[config.mk]
export PLATFORM = sky130hd
export DESIGN_NAME = itch_feed_arbiter
export DESIGN_NICKNAME = d
export VERILOG_FILES = /design/src/rtl/itch_feed_arbiter.sv
export SDC_FILE = /design/constraint.sdc
export NUM_CORES = 1
export LEC_CHECK = 0
export CAP_MARGIN = 0
export CORE_MARGIN = 2
export CORE_UTILIZATION = 50
export DETAILED_ROUTE_END_ITERATION = 8
export PLACE_DENSITY = 0.76
export SLEW_MARGIN = 10
export SYNTH_ARGS = -nofsm -noshare
export SYNTH_HDL_FRONTEND = slang
export SYNTH_SLANG_ARGS = --single-unit
[constraint.sdc]
create_clock -name clk -period 5.65 [get_ports clk]
set_clock_uncertainty 0.2 [all_clocks]
set_input_delay 1.13 -clock clk [delete_from_list [all_inputs] [get_ports clk]]
set_output_delay 1.13 -clock clk [all_outputs]
set_load 0.01 [all_outputs]
[src/rtl/itch_feed_arbiter.sv]
// Message-granular round-robin arbiter sharing one ITCH parser byte stream between N_SRC feeds.
// A source keeps the grant for one whole length-prefixed message; bytes pass through combinationally.
module itch_feed_arbiter #(
  parameter int N_SRC = 2,
  parameter int SW    = (N_SRC > 2) ? $clog2(N_SRC) : 1
) (
  input  logic               clk,
  input  logic               rst,
  input  logic [8*N_SRC-1:0] src_byte,
  input  logic [N_SRC-1:0]   src_valid,
  output logic [N_SRC-1:0]   src_ready,
  output logic [7:0]         out_byte,
  output logic               out_valid,
  input  logic               out_ready,
  output logic [SW-1:0]      grant_id,
  output logic               busy,
  output logic               msg_done,
  output logic [31:0]        msg_count
);

  // state  | meaning
  // IDLE   | no grant; arbitrate among requesting sources
  // LEN_HI | pass length high byte
  // LEN_LO | pass length low byte, load remaining
  // TYPE   | pass message type byte
  // BODY   | pass remaining body bytes
  // DONE   | one-cycle gap, msg_done high
  localparam logic [2:0] S_IDLE   = 3'd0;
  localparam logic [2:0] S_LEN_HI = 3'd1;
  localparam logic [2:0] S_LEN_LO = 3'd2;
  localparam logic [2:0] S_TYPE   = 3'd3;
  localparam logic [2:0] S_BODY   = 3'd4;
  localparam logic [2:0] S_DONE   = 3'd5;

  logic [2:0]    state_q, state_d;
  logic [SW-1:0] grant_q, grant_d;
  logic [SW-1:0] last_q, last_d;
  logic [7:0]    len_hi_q, len_hi_d;
  logic [15:0]   remaining_q, remaining_d;
  logic          msg_done_q, msg_done_d;
  logic [31:0]   msg_count_q, msg_count_d;

  logic          passthru;
  logic          xfer;
  logic [7:0]    sel_byte;
  logic          sel_valid;
  logic          pick_found;
  logic [SW-1:0] pick_id;
  logic [15:0]   len_full;

  always_comb begin
    sel_byte  = 8'h00;
    sel_valid = 1'b0;
    for (int i = 0; i < N_SRC; i++) begin
      if (grant_q == SW'(i)) begin
        sel_byte  = src_byte[8*i +: 8];
        sel_valid = src_valid[i];
      end
    end
  end

  // Scan from the farthest offset down so the nearest requester after last_q wins.
  always_comb begin
    pick_found = 1'b0;
    pick_id    = last_q;
    for (int k = N_SRC; k >= 1; k--) begin
      for (int i = 0; i < N_SRC; i++) begin
        if (src_valid[i] && (i == ((int'(last_q) + k) % N_SRC))) begin
          pick_found = 1'b1;
          pick_id    = SW'(i);
        end
      end
    end
  end

  assign passthru = (state_q == S_LEN_HI) || (state_q == S_LEN_LO) ||
                    (state_q == S_TYPE)   || (state_q == S_BODY);
  assign xfer     = passthru && sel_valid && out_ready;
  assign len_full = {len_hi_q, sel_byte};

  always_comb begin
    for (int i = 0; i < N_SRC; i++) begin
      src_ready[i] = passthru && out_ready && (grant_q == SW'(i));
    end
  end

  always_comb begin
    state_d     = state_q;
    grant_d     = grant_q;
    last_d      = last_q;
    len_hi_d    = len_hi_q;
    remaining_d = remaining_q;
    msg_done_d  = 1'b0;
    msg_count_d = msg_count_q;
    case (state_q)
      S_IDLE: begin
        if (pick_found) begin
          grant_d = pick_id;
          last_d  = pick_id;
          state_d = S_LEN_HI;
        end
      end
      S_LEN_HI: begin
        if (xfer) begin
          len_hi_d = sel_byte;
          state_d  = S_LEN_LO;
        end
      end
      S_LEN_LO: begin
        if (xfer) begin
          remaining_d = (len_full < 16'd3) ? 16'd0 : (len_full - 16'd3);
          state_d     = S_TYPE;
        end
      end
      S_TYPE: begin
        if (xfer) begin
          if (remaining_q != 16'd0) begin
            state_d = S_BODY;
          end else begin
            state_d     = S_DONE;
            msg_done_d  = 1'b1;
            msg_count_d = msg_count_q + 32'd1;
          end
        end
      end
      S_BODY: begin
        if (xfer) begin
          remaining_d = remaining_q - 16'd1;
          if (remaining_q == 16'd1) begin
            state_d     = S_DONE;
            msg_done_d  = 1'b1;
            msg_count_d = msg_count_q + 32'd1;
          end
        end
      end
      S_DONE:  state_d = S_IDLE;
      default: state_d = S_IDLE;
    endcase
  end

  always_ff @(posedge clk) begin
    if (rst) begin
      state_q     <= S_IDLE;
      grant_q     <= '0;
      last_q      <= SW'(N_SRC - 1);
      len_hi_q    <= 8'h00;
      remaining_q <= 16'h0000;
      msg_done_q  <= 1'b0;
      msg_count_q <= 32'd0;
    end else begin
      state_q     <= state_d;
      grant_q     <= grant_d;
      last_q      <= last_d;
      len_hi_q    <= len_hi_d;
      remaining_q <= remaining_d;
      msg_done_q  <= msg_done_d;
      msg_count_q <= msg_count_d;
    end
  end

  assign out_byte  = passthru ? sel_byte : 8'h00;
  assign out_valid = passthru && sel_valid;
  assign grant_id  = grant_q;
  assign busy      = passthru;
  assign msg_done  = msg_done_q;
  assign msg_count = msg_count_q;

endmodule

==> impl_metrics.py <==
metrics = {
    "setup_path": {
        "crit_buf_inv": 2,
        "cp-end-kind": "primary output",
        "crit_type": "in2out",
        "path_common_cell": "clkdlybuf4s50_1",
        "crit_chain": "clkdlybuf4s50_1 -> mux2i_1 -> nor2_1 -> clkdlybuf4s50_1",
        "cp_max_fo": 6,
        "slowest_stage": "clkdlybuf4s50_1",
        "critical_path.max_stage_delay_ns": 0.50,
        "cp_data_arrival_time_ns": 2.64,
        "crit_required_ns": 4.32,
        "path_delay_family": "buffers and inverters",
        "start_kind": "input port",
    },
    "place": {
        "placedInstanceArea_um2": 4410,
        "port_buffers": 66,
        "dp_hpwl_mm": 6.72,
        "gp_congestion": 0.916,
    },
    "logic_synthesis": {
        "yosys.area.top_type_share": 0.332,
        "ys.warnings.count": 0,
        "synth_top_cell_by_area": "dfxtp_1",
        "syn_area_per_cell_um2": 7.81,
        "synth_common_cells": "nor2_1, dfxtp_1, a21oi_1",
        "synth_cells": 479,
        "ys.flop_type": "dfxtp_1",
        "synth.most_common_cell": "nor2_1",
        "syn-num-nets": 504,
        "ys_types": 50,
        "ys_top_cells_by_area": "dfxtp_1, nor2_1, xnor2_1",
        "synth_seq_cells": 62,
        "synth_edf_count": 0,
        "syn_area_um2": 3740,
        "seq_area_frac_synth": 0.332,
        "synth-async-reset-ratio": 0,
    },
    "worst_hold_path": {
        "hold_class": "reg2reg",
    },
    "floorplanning": {
        "rows": 31,
        "die_x_um": 90.5,
        "start_util": 0.516,
        "dieArea_um2": 8190,
        "coreArea_um2": 7250,
        "io_pins": 67,
        "die_h_um": 90.5,
    },
    "clock_tree": {
        "cts_setup_buffers": 0,
        "clock_sink_count": 62,
        "cts_hold_buf": 0,
        "clk_pin_slew_ns": 0.07,
        "cts-root-buf": "clkbuf_8",
        "cts-buffers-inserted": 9,
        "cts_max_path_buffers": 2,
        "htree_num_levels": 3,
        "cts_resized": 0,
        "clock_latency_ns": 0.33,
        "cts_tree": "built",
    },
    "routing": {
        "finalWirelength_mm": 9.37,
        "ant_nets": 0,
        "drc": 0,
        "firstDrtPassIters": 5,
        "wl_per_cell_um": 14.7,
        "vias": 3692,
        "drtIter0Drc": 269,
        "viasPerCell": 5.80,
    },
    "global_route": {
        "antenna_found_initial": 0,
        "grt_pass1_wl_mm": 16.3,
        "track_usage": 0.235,
        "grt.overflow.total": 0,
        "grt_pass1_vias": 3571,
        "grt_start_max_net_pins": 63,
    },
    "timing": {
        "hold_viol": 0,
        "slew_headroom": 0.235,
        "period_minus_slack_ns": 3.97,
        "drv_slew": 0,
        "fin_setup_tns_ns": 0,
        "setup_viol_count_final": 0,
        "max_freq_mhz": 252,
        "period_share": 0.704,
        "rsz0062_at_grt": "no",
        "worst_slew_pin_slew_ns": 1.15,
    },
    "job": {
        "maxCapViolations": 0,
    },
    "final_layout": {
        "drive_gt1_frac": 0.0669,
        "fin_area_um2": 4640,
        "nFillCells": 656,
        "final_nets": 558,
        "area_growth_pct": 24.1,
        "diodes": 0,
    },
    "power_and_ir_drop": {
        "vdd_drop_max_v": 0.000150,
        "p_per_area_nw_per_um2": 234,
        "power.leakage_uw": 0.00161,
    },
    "outcome": {
        "status": "completed",
    },
}
final cells by class:
type | count | area [µm²] | share of cell area
Clock buffer | 10 | 138 | 0.0296
Clock inverter | 6 | 92.6 | 0.0199
Inverter | 17 | 63.8 | 0.0137
Multi-Input combinational cell | 375 | 2310 | 0.498
Sequential cell | 62 | 1240 | 0.267
Tap cell | 99 | 124 | 0.0267
Timing Repair Buffer | 68 | 671 | 0.144
worst paths after layout:
path | start | to | slack, ns | depth (start not counted)
setup / recovery | src_byte[2] | out_byte[2] | 1.68 | 4
hold / removal | last_q$_SDFFE_PP1P_ | last_q$_SDFFE_PP1P_ | 0.29 | 1
setup reg to reg | grant_id$_SDFFE_PP0P_ | remaining_q[9]$_SDFFE_PP0P_ | 2.18 | 7
hold reg to reg | last_q$_SDFFE_PP1P_ | last_q$_SDFFE_PP1P_ | 0.29 | 1
cells in the final DEF (no fill, tap or decap), types with 2 or more instances in the layout:
cell type	n
nor2_1	89
a21o_1	3
xor2_1	21
and4_1	3
or4_1	2
a211oi_1	5
mux2i_1	12
nor4_2	4
nand4b_1	2
o2111ai_1	2
inv_1	17
a31oi_1	4
nor3b_1	3
nor3_2	7
nand4_1	11
xnor2_1	25
a221oi_1	5
nor3_1	24
clkdlybuf4s50_1	65
o211ai_1	5
clkinvlp_4	2
nor4_1	12
clkbuf_8	10
buf_4	2
nor2b_1	2
nand3_1	17
a21oi_1	35
nand2b_1	2
nand2_1	24
and3_1	3
inv_6	2
bufinv_16	2
ha_1	4
o21ai_0	19
or3_1	12
and2_1	2
nor4_4	2
dfxtp_1	62
stage by stage:
step	instances	setup WS, ns	util	hold WS (ns)	power (µW)
after floorplan	479	2.49	-	0.260	582
after global placement	621	1.66	0.608	0.269	646
after detailed placement	621	1.53	0.608	0.282	650
after CTS	637	1.70	0.640	0.300	1090
after global routing	637	1.56	0.640	0.332	1130
final	637	1.68	0.640	0.293	1090
layer usage:
| metal | vias to the layer above | part of all wire | global-route usage |
|---|---|---|---|
| met5 | - | 0 | 0 |
| met3 | 19 | 0.051 | 0.0501 |
| met2 | 125 | 0.48 | 0.391 |
| met4 | 0 | 0.018 | 0.0859 |
| li1 | 1807 | - | - |
| met1 | 1741 | 0.45 | 0.301 |
state kept, by name, indices dropped and copies added, names as in the netlist:
register     cells
grant_id         1
msg_done         1
msg_count       32
remaining_q     16
state_q          3
len_hi_q         8
last_q           1
worst reg2reg max path, cell delays in order (launching register included):
cell	delay, ns
dfxtp_1	0.73
buf_4	0.30
mux2i_1	0.54
o211ai_1	0.35
nor4_2	0.33
a21oi_1	0.39
a221oi_1	0.41
nor3_1	0.07
logic make-up (layout without fill, tap and decap cells):
logic type / after synthesis / after routing / share of synthesized area
muxes: 14 / 14 / 0.0388
xor gates and xnor gates: 46 / 46 / 0.108
AOI/OAI and AO/OA: 84 / 84 / 0.134
adders and majority gates: 4 / 4 / 0.0134
and+or+nand+nor: 227 / 227 / 0.324
DFF: 62 / 62 / 0.332
buffers and inverters: 42 / 101 / 0.0502
power breakdown:
part	internal [µW]	switching (µW)
clock network	263	181
registers	445	16.8
logic	80.4	101
Power figures use the tool's default switching activity.
